### src/rtl/uart_rx_buffer.sv
// 8N1 UART receiver with oversampled bit recovery and a 4-deep history of good bytes.
// Outputs update one clk after the stop-bit mid-sample tick; there is no backpressure (push always succeeds).
module uart_rx_buffer #(
  parameter int CLK_FREQ   = 100_000_000,
  parameter int BAUD       = 9600,
  parameter int OVERSAMPLE = 16
) (
  input  logic       clk,
  input  logic       rst,
  input  logic       rx,
  output logic [7:0] RXBUF [3:0],
  output logic [7:0] rx_data,
  output logic       rx_valid,
  output logic       frame_err,
  output logic [2:0] rx_count
);

  localparam int DIV = CLK_FREQ / (BAUD * OVERSAMPLE);
  localparam int DW  = (DIV > 1) ? $clog2(DIV) : 1;
  localparam int SW  = $clog2(OVERSAMPLE);

  localparam logic [2:0] IDLE  = 3'd0;
  localparam logic [2:0] START = 3'd1;
  localparam logic [2:0] DATA  = 3'd2;
  localparam logic [2:0] STOP  = 3'd3;
  localparam logic [2:0] BREAK = 3'd4;

  logic          rx_meta;
  logic          rx_s;
  logic [DW-1:0] div_cnt;
  logic          tick;
  logic [2:0]    state;
  logic [SW-1:0] scnt;
  logic [2:0]    bcnt;
  logic [7:0]    shreg;

  always_ff @(posedge clk or posedge rst) begin
    if (rst) begin
      rx_meta <= 1'b1;
      rx_s    <= 1'b1;
    end else begin
      rx_meta <= rx;
      rx_s    <= rx_meta;
    end
  end

  // Free-running divider; never realigned to the start edge.
  assign tick = (div_cnt == DW'(DIV - 1));

  always_ff @(posedge clk or posedge rst) begin
    if (rst)       div_cnt <= '0;
    else if (tick) div_cnt <= '0;
    else           div_cnt <= div_cnt + 1'b1;
  end

  always_ff @(posedge clk or posedge rst) begin
    if (rst) begin
      state     <= IDLE;
      scnt      <= '0;
      bcnt      <= '0;
      shreg     <= '0;
      rx_data   <= '0;
      rx_valid  <= 1'b0;
      frame_err <= 1'b0;
      rx_count  <= '0;
      for (int i = 0; i < 4; i++) RXBUF[i] <= 8'h00;
    end else begin
      rx_valid  <= 1'b0;
      frame_err <= 1'b0;
      case (state)
        IDLE: begin
          if (!rx_s) begin
            state <= START;
            scnt  <= '0;
          end
        end
        START: begin
          if (tick) begin
            if (scnt == SW'(OVERSAMPLE / 2 - 1)) begin
              scnt <= '0;
              bcnt <= '0;
              state <= rx_s ? IDLE : DATA;
            end else begin
              scnt <= scnt + 1'b1;
            end
          end
        end
        DATA: begin
          if (tick) begin
            if (scnt == SW'(OVERSAMPLE - 1)) begin
              shreg <= {rx_s, shreg[7:1]};
              scnt  <= '0;
              bcnt  <= bcnt + 1'b1;
              if (bcnt == 3'd7) state <= STOP;
            end else begin
              scnt <= scnt + 1'b1;
            end
          end
        end
        STOP: begin
          if (tick) begin
            if (scnt == SW'(OVERSAMPLE - 1)) begin
              scnt <= '0;
              if (rx_s) begin
                RXBUF[3] <= RXBUF[2];
                RXBUF[2] <= RXBUF[1];
                RXBUF[1] <= RXBUF[0];
                RXBUF[0] <= shreg;
                rx_data  <= shreg;
                rx_valid <= 1'b1;
                rx_count <= (rx_count == 3'd4) ? 3'd4 : rx_count + 3'd1;
                state    <= IDLE;
              end else begin
                frame_err <= 1'b1;
                state     <= BREAK;
              end
            end else begin
              scnt <= scnt + 1'b1;
            end
          end
        end
        BREAK: begin
          if (rx_s) state <= IDLE;
        end
        default: state <= IDLE;
      endcase
    end
  end

endmodule
### config.mk
export PLATFORM = sky130hd
export DESIGN_NAME = uart_rx_buffer
export DESIGN_NICKNAME = d
export VERILOG_FILES = /design/src/rtl/uart_rx_buffer.sv
export SDC_FILE = /design/constraint.sdc
export NUM_CORES = 1
export LEC_CHECK = 0
export ABC_AREA = 0
export BUFFER_PORTS_ARGS = -buffer_cell sky130_fd_sc_hd__buf_2
export CORE_UTILIZATION = 56
export DETAILED_ROUTE_END_ITERATION = 8
export GPL_TIMING_DRIVEN = 0
export PLACE_DENSITY = 0.79
export RECOVER_POWER = 25
export SLEW_MARGIN = 20
export SYNTH_ARGS = -nofsm -noshare
export SYNTH_HDL_FRONTEND = slang
export SYNTH_SLANG_ARGS = --single-unit
### constraint.sdc
create_clock -name clk -period 2.7 [get_ports clk]
set_input_delay 0.135 -clock clk [delete_from_list [all_inputs] [get_ports clk]]
set_output_delay 0.135 -clock clk [all_outputs]
set_load 0.005 [all_outputs]
==> results of run 1 <==
-- registers in the layout, indices dropped and copies added, names as in the netlist, 3 cells and up --
register,flops
rx_data,8
bcnt,3
div_cnt,10
shreg,8
rx_count,3
state,3
scnt,4
RXBUF,24
-- power breakdown --
part | switching [W] | total [W] | internal [W]
sequential | 0.000000367 | 0.00101 | 0.00101
combinational | 0.0000213 | 0.0000259 | 0.00000456
clock | 0.000383 | 0.000810 | 0.000428
total | 0.000404 | 0.00184 | 0.00144
-- cell usage in the layout, fill, tap and decap left out, drive strengths merged, types with 2 or more instances in the layout --
cell type	Yosys	final
dfrtp	65	65
buf	16	63
mux2	44	44
nand2	13	13
clkbuf	2	13
nor2	11	11
inv	8	8
ha	7	7
a21oi	5	5
xnor2	5	5
nor3	5	5
and3	5	5
o21ai	4	4
nand3	4	4
mux2i	3	3
xor2	3	3
nor4	3	3
clkinv	0	3
nand3b	2	2
nand2b	2	2
nor2b	2	2
nor3b	2	2
or3	2	2
a211o	2	2
nand4	2	2
dlygate4sd3	0	2
dfstp	2	2
clkinvlp	0	2
-- worst reg2reg max path, delay by kind of cell, from the launching register on --
| family | cells | cell delay, ns |
|---|---|---|
| DFF | 1 | 0.44 |
| buffers and inverters | 2 | 0.41 |
| muxes | 1 | 0.36 |
| and+or+nand+nor | 3 | 1.07 |
-- cell families after synthesis --
logic type | after synthesis
flops | 67
simple gates | 59
mux | 47
buf+inv | 26
compound gates | 18
xor+xnor | 8
fa+ha+maj | 7
-- layer usage --
metal	up-vias	wire [um]	global-route usage
li1	934	-	-
met1	945	2301	0.2476
met2	43	2260	0.2853
met3	7	216	0.06024
met4	0	72	0.1069
met5	-	0	0
-- layout make-up --
class | count | area share
flip-flops and latches | 67 | 0.4776
repair buffers | 50 | 0.07402
inverters | 8 | 0.008897
clock inverters | 6 | 0.01851
multi-input cells | 139 | 0.3256
clock buffers | 10 | 0.03630
plain buffers | 18 | 0.03416
well taps | 70 | 0.02491
-- how the worst max path moves through the flow --
stage / from / endpoint / slack (ns) / cells after the start
3_3_place_gp: rst / RXBUF[23] / 0.12 / 2
4_1_cts: div_cnt[4] / rx_data[6] / 0.31 / 6
6_report: div_cnt[4] / rx_data[6] / 0.32 / 6
3_5_place_dp: div_cnt[4] / RXBUF[28] / 0.31 / 6
2_1_floorplan: div_cnt[4] / RXBUF[10] / 0.56 / 6
5_1_grt: div_cnt[4] / RXBUF[28] / 0.18 / 6
-- metrics by stage --
stage	std cells	worst slack, ns
after floorplan	232	0.5609
after global placement	349	0.1213
after detailed placement	350	0.3062
after CTS	368	0.3098
after global routing	368	0.1797
final	368	0.3200
==> metrics, run 1 <==
nets 303; Multi-input gate area 1145 um2; Setup crit start kind register; Root Driver clkbuf_8; Die Area 5606 um2; number of fill cells 402; initial DRC count 79; TritonCTS clock tree yes; Buf/Inv on CP 2; synthesized area 2974 um2; Static Leak 1.925 nW; Remaining DRCs 0; wirelength, routed 4851 um; Starting Density 0.5823; Hold-fix buffers, CTS 2; Final HPWL DP 3433 um; Worst Skew 0.01162 ns; Util after Layout 0.6884; Total GRT Usage 0.1909; Yosys cell types 41; Post-synth EDFFs 0; area of the core 5107 um2; worst hold slack 0.3600 ns; top cells by count, synth 65 x dfrtp_1, 44 x mux2_2, 13 x buf_4, 13 x nand2_1, 11 x nor2_1; simple-gate share of the synthesized area 0.1144; Routed Antenna Nets 0; Crit path required time 2.93 ns; Synth Area in Compound Gates 0.04081; initial antenna violation count 0; Slew Viols, Final 0; mux cell area share after synthesis 0.1767; worst hold path class reg2reg; Placed Instance Area 3327 um2; outcome completed; Synth area leaders dfrtp_1 55%, mux2_2 17%, buf_4 3.3%, ha_1 2.9%, dfstp_2 1.8%; WL/cell 13.18 um; Synth Area in XOR/XNOR 0.02356; Arrival @ worst endpoint 2.61 ns; largest net degree at the start of global routing 49; Pwr per Cell Area 524.0 nW/um2; slew margin rel. 0.2548; Resized cells post-CTS 0; worst hold path depth 0; Area Overhead vs Synth 18.22%; worst hold path endpoint rx_s; number of global-route vias before repair 1706; min-delay src rx_meta; cell count after synthesis 232; post-synth top area cell dfrtp_1; routed vias 1929; Synth top area share 0.5469; setup bufs post-CTS 0; R2R cell count 6; Crit Path Max Fanout 10; worst reg2reg startpoint div_cnt[4]; Post-synth ARST share 1.000; Critical Path End Type register; main combinational cell family by area after synthesis multiplexers; Seq/Total Area, Yosys 0.5646; Max Freq 420.2 MHz; VDD IR max 0.0003391 V; Final Setup Violations 0; ratio of cells with drive above 1 in the final layout 0.4362; Die Height 74.88 um; final setup TNS 0 ns; PortBufs 47; Power Total 0.001842 W; post-synth net total 242; Clock Sinks 67; design area 3516 um2; CTS clk-pin slew, worst paths 0.07 ns; FP Rows 26; Tcrit/Tclk final 0.8815; Sequential cell area 1679 um2; Worst R2R Setup Slack 0.32 ns; gp weighted congestion 0.8251; Synth Warn # 0; clk_lat worst skew 0.34 ns; adder-cell share of the synthesized area 0.02945; die width 74.88 um; Final Hold Fails 0; first-pass GRT wire length 7755 um; crit-path max cell delay 0.60 ns; Top FF cell, synth dfrtp_1; most common cell in the synthesized netlist dfrtp_1; grt ovf 0; Max-cap violations 0; fin crit period 2.380 ns; # diodes 0; Vias/cell 5.242; Num CTS Buffers 9; RSZ-0062 raised after global routing false; CP max stage cell or4b_4; Slew @ Worst Pin 1.118 ns; Mean Syn Cell Area 12.82 um2; # IOs 48; H-tree depth 3; Crit path max-delay family simple AND/OR/NAND/NOR gates; worst-path cell chain or4b_4 -> nor4_4 -> nor2b_1 -> buf_2 -> buf_4 -> mux2_2; router iterations before antenna repair 4; worst reg2reg endpoint rx_data[6]; critical path class reg2reg; Synth Register Bits 67; clock buffer depth 2
(Power assumes the default switching activity.)
==> run 2: changes to the inputs <==
--- a/config.mk
+++ b/config.mk
@@ -11,7 +11,7 @@
 export DETAILED_ROUTE_END_ITERATION = 8
 export GPL_TIMING_DRIVEN = 0
 export PLACE_DENSITY = 0.79
-export RECOVER_POWER = 25
+export RECOVER_POWER = 100
 export SLEW_MARGIN = 20
 export SYNTH_ARGS = -nofsm -noshare
 export SYNTH_HDL_FRONTEND = slang
==> run 2 against run 1 <==
- critical path depth stayed put
- sequential cell count unchanged
- clock-buffer cell count stayed put
- critical path type unchanged
- largest power group unchanged
- highest routed layer unchanged
==> metrics, run 2 (synthesized netlist as in run 1, its figures left out) <==
largest reg by FF count RXBUF; Slew @ Worst Pin 1.123 ns (+0.004784 ns); wirelength, routed 4893 um (+0.87%); Worst Skew 0.01482 ns (+0.003200 ns); Final HPWL DP 3433 um (unchanged); biggest regs RXBUF x24, div_cnt x10; Crit Path Max Fanout 10 (unchanged); VDD IR max 0.0003303 V (-2.6%); PortBufs 47 (unchanged); commonest non-fill, non-tap cell in the layout dfrtp_1; Total GRT Usage 0.1909 (unchanged); Die Area 5606 um2 (unchanged); Final Setup Violations 0 (unchanged); Num CTS Buffers 9 (unchanged); Vias/cell 5.277 (+0.67%); Final Hold Fails 0 (unchanged); Starting Density 0.5823 (unchanged); fin crit period 2.449 ns (+0.06885 ns); WL/cell 13.30 um (+0.87%); initial DRC count 87 (+10%); Tcrit/Tclk final 0.9070 (+0.02550); FP Rows 26 (unchanged); outcome completed; TritonCTS clock tree yes; Slew Viols, Final 0 (unchanged); CTS clk-pin slew, worst paths 0.07 ns (about the same); most frequent cells in the layout 65 x dfrtp_1, 44 x mux2_2, 32 x clkbuf_1; max reg flops 24 (unchanged); area of the core 5107 um2 (unchanged); gp weighted congestion 0.8251 (unchanged); # diodes 0 (unchanged); number of global-route vias before repair 1706 (unchanged); largest net degree at the start of global routing 49 (unchanged); clock buffer depth 2 (unchanged); RSZ-0062 raised after global routing false; worst hold path class reg2reg; Setup crit start kind register; Root Driver clkbuf_8; final setup TNS 0 ns (unchanged); grt ovf 0 (unchanged); slew margin rel. 0.2516 (-0.003190); Pwr per Cell Area 531.0 nW/um2 (+1.3%); Static Leak 1.789 nW (-7.0%); Area Overhead vs Synth 16.83%; Crit path required time 2.93 ns (about the same); Die Height 74.88 um (unchanged); first-pass GRT wire length 7755 um (unchanged); die width 74.88 um (unchanged); Remaining DRCs 0 (unchanged); setup ws final 0.2511 ns (-0.06885 ns); Critical Path End Type register; Routed Antenna Nets 0 (unchanged); clk_lat worst skew 0.35 ns (about the same); initial antenna violation count 0 (unchanged); Clock Sinks 67 (unchanged); critical path class reg2reg; routed vias 1942 (+0.67%); Max-cap violations 0 (unchanged); router iterations before antenna repair 4 (unchanged); Max Freq 408.4 MHz (-2.8%); Setup Slack @ Placement 0.3062 ns (unchanged); H-tree depth 3 (unchanged); Arrival @ worst endpoint 2.68 ns (+0.07 ns); nets 303 (unchanged); # IOs 48 (unchanged); ratio of cells with drive above 1 in the final layout 0.3322 (-0.1040)
run 2: cell count changes in the layout (fill, tap and decap cells not counted):
cell and delta:
or4b_4 -1, or4b_1 +1, clkbuf_4 +8, buf_1 +1, clkbuf_1 +29, buf_2 -30, buf_4 -8
run 2: timing repair:
action	in CTS	in global routing
endpoints found under the hold margin	20	0
hold buffers	2	0
resized for setup	0	0
setup buffers	0	0
run 2: critical path, stage by stage, from the launching register on:
cell and delay, ns:
dfrtp_1 0.44, or4b_1 0.65, nor4_4 0.32, nor2b_1 0.17
buf_2 0.19, buf_4 0.22, mux2_2 0.35
run 2: report_power, final:
part	switching, W	total, W	internal (W)
clock network	0.000385	0.000813	0.000428
registers	0.000000367	0.00101	0.00101
logic	0.0000213	0.0000259	0.00000455
total	0.000407	0.00185	0.00144
run 2: routing by layer:
metal,global-route usage,part of all wire,vias up,wire length [um]
li1,-,-,936,-
met3,0.06024,0.045,7,219
met4,0.1069,0.015,0,72
met1,0.2476,0.47,954,2310
met5,0,0,-,0
met2,0.2853,0.47,45,2290
run 2: path summary, 6_finish.rpt:
path                            start    endpoint  slack [ns]  depth (start not counted)
setup / recovery           div_cnt[4]  rx_data[6]        0.25                          6
hold / removal                rx_meta        rx_s        0.36                          0
setup reg to reg           div_cnt[4]  rx_data[6]        0.25                          6
hold reg to reg               rx_meta        rx_s        0.36                          0
max in group asynchronous         rst  rx_data[7]        0.74                          4
min in group asynchronous         rst     scnt[3]        0.45                          3
run 2: layout make-up:
class                      instances  area, um2
clock buffer                      10      127.6
tap                               70      87.58
inverter                           8      31.28
fill                             416       1633
multi-input combinational        139       1141
buffer                            18      118.9
clock inverter                     6      65.06
timing repair buffer              50      224.0
sequential                        67       1679
run 2: stage by stage:
stage / instance area (um2) / power (W) / cells / utilization / hold WS [ns]
floorplan: 2974 / 0.001043 / 232 / - / 0.1395
global placement: 3297 / 0.001050 / 349 / 0.6455 / 0.2400
detailed placement: 3327 / 0.001056 / 350 / 0.6514 / 0.1033
CTS: 3540 / 0.001869 / 368 / 0.6930 / 0.2795
global route: 3475 / 0.001909 / 368 / 0.6803 / 0.3633
finish: 3475 / 0.001845 / 368 / 0.6803 / 0.3600
==> run 3: changes to the inputs <==
--- a/config.mk
+++ b/config.mk
@@ -7,12 +7,13 @@
 export LEC_CHECK = 0
 export ABC_AREA = 0
 export BUFFER_PORTS_ARGS = -buffer_cell sky130_fd_sc_hd__buf_2
+export CAP_MARGIN = 20
 export CORE_UTILIZATION = 56
 export DETAILED_ROUTE_END_ITERATION = 8
 export GPL_TIMING_DRIVEN = 0
-export PLACE_DENSITY = 0.79
+export PLACE_DENSITY = 0.85
 export RECOVER_POWER = 100
-export SLEW_MARGIN = 20
+export SLEW_MARGIN = 10
 export SYNTH_ARGS = -nofsm -noshare
 export SYNTH_HDL_FRONTEND = slang
 export SYNTH_SLANG_ARGS = --single-unit
==> run 3 against run 2 <==
- clock-buffer cell count unchanged
- highest routed layer unchanged
- routed wire length rose by 12%
- critical endpoint is now RXBUF[26]
- largest cell class unchanged
- final cell count is 0.27% lower
==> metrics, run 3 (synthesized netlist as in run 1, its figures left out) <==
outcome completed; max reg flops 24 (unchanged); PortBufs 47 (unchanged); area of the core 5107 um2 (unchanged); Slew @ Worst Pin 1.357 ns (+0.2345 ns); TritonCTS clock tree yes; gp weighted congestion 0.8316 (+0.79%); wirelength, routed 5481 um (+12%); Die Height 74.88 um (unchanged); Crit path max-delay family simple AND/OR/NAND/NOR gates; slew margin rel. 0.09395 (-0.1577); Placed Instance Area 3299 um2 (-0.83%); ratio of cells with drive above 1 in the final layout 0.3367 (+0.004486); grt ovf 0 (unchanged); Max-cap violations 0 (unchanged); FP Rows 26 (unchanged); Power Total 0.001860 W (+0.79%); Final HPWL DP 3573 um (+4.1%); CP max stage cell or4b_4; Vias/cell 5.234 (-0.81%); Static Leak 1.803 nW (+0.75%); biggest regs RXBUF x24, div_cnt x10; Hold-fix buffers, CTS 2 (unchanged); critical path class reg2reg; worst hold path depth 0 (unchanged); WL/cell 14.93 um (+12%); initial DRC count 53 (-39%); routed vias 1921 (-1.1%); Arrival @ worst endpoint 2.69 ns (about the same); Resized cells post-CTS 0 (unchanged); initial antenna violation count 0 (unchanged); H-tree depth 3 (unchanged); Setup crit start kind register; most frequent cells in the layout 65 x dfrtp_1, 43 x mux2_2, 31 x clkbuf_1; worst hold path class reg2reg; setup ws final 0.2331 ns (-0.01808 ns); worst reg2reg endpoint RXBUF[26]; Worst Skew 0.01122 ns (-0.003597 ns); Area Overhead vs Synth 16.83% (unchanged); Crit path required time 2.93 ns (about the same); nets 302 (-0.33%); Util after Layout 0.6803 (unchanged); clk_lat worst skew 0.35 ns (about the same); largest net degree at the start of global routing 68 (+39%); CTS clk-pin slew, worst paths 0.08 ns (about the same); die width 74.88 um (unchanged); final setup TNS 0 ns (unchanged); clock buffer depth 2 (unchanged); largest reg by FF count RXBUF; setup bufs post-CTS 0 (unchanged); worst reg2reg startpoint div_cnt[4]; commonest non-fill, non-tap cell in the layout dfrtp_1; Die Area 5606 um2 (unchanged); min-delay src rx_meta; # diodes 0 (unchanged); # IOs 48 (unchanged); fin crit period 2.467 ns (+0.01808 ns); router iterations before antenna repair 4 (unchanged); Num CTS Buffers 9 (unchanged); crit-path max cell delay 0.60 ns (-0.05 ns); worst hold path endpoint rx_s; Setup Slack @ Placement 0.2946 ns (-0.01158 ns); RSZ-0062 raised after global routing false; first-pass GRT wire length 8700 um (+12%); Final Setup Violations 0 (unchanged); Crit Path Max Fanout 10 (unchanged); Root Driver clkbuf_8; Tcrit/Tclk final 0.9137 (+0.006695); number of global-route vias before repair 1890 (+11%); worst-path cell chain or4b_4 -> nor4_4 -> nor2b_1 -> buf_2 -> buf_4 -> mux2_2; Slew Viols, Final 0 (unchanged); Pwr per Cell Area 535.2 nW/um2 (+0.79%); VDD IR max 0.0004010 V (+21%); Final Hold Fails 0 (unchanged); Clock Sinks 67 (unchanged); design area 3475 um2 (unchanged); R2R cell count 6 (unchanged); Remaining DRCs 0 (unchanged); Total GRT Usage 0.2140 (+0.02318); Worst R2R Setup Slack 0.23 ns (-0.02 ns); Critical Path End Type register; Max Freq 405.4 MHz (-0.73%); Routed Antenna Nets 0 (unchanged); Starting Density 0.5823 (unchanged); Buf/Inv on CP 2 (unchanged)
-- run 3: per-layer routing --
metal | global-route usage | vias to the layer above | wire length (um)
li1 | - | 926 | -
met2 | 0.3473 | 39 | 2647
met1 | 0.2706 | 947 | 2548
met5 | 0 | - | 0
met3 | 0.04552 | 9 | 163
met4 | 0.1132 | 0 | 122
-- run 3: metrics by stage --
stage               instances  hold slack [ns]
floorplan                 232           0.1395
global placement          349           0.2408
detailed placement        349           0.2425
CTS                       367           0.3595
global route              367           0.3688
finish                    367           0.3585
-- run 3: worst max-delay path by stage --
stage | startpoint | to | slack, ns | cells past startpoint
2_1_floorplan | div_cnt[4] | RXBUF[10] | 0.56 | 6
3_3_place_gp | rst | RXBUF[31] | 0.13 | 2
3_5_place_dp | div_cnt[4] | RXBUF[26] | 0.29 | 6
4_1_cts | div_cnt[4] | RXBUF[26] | 0.27 | 6
5_1_grt | div_cnt[0] | RXBUF[26] | 0.11 | 8
6_report | div_cnt[4] | RXBUF[26] | 0.23 | 6
-- run 3: final cells by class --
class                   instances  area [um2]
flip-flops and latches         67        1679
fillers                       393        1633
multi-input cells             139        1145
repair buffers                 49       221.5
clock buffers                  10       127.6
plain buffers                  18       118.9
well taps                      70       87.58
clock inverters                 6       65.06
inverters                       8       30.03
-- run 3: power breakdown --
group / switching, W / internal, W
clock network: 0.000400 / 0.000428
registers: 0.000000360 / 0.00101
logic: 0.0000220 / 0.00000385
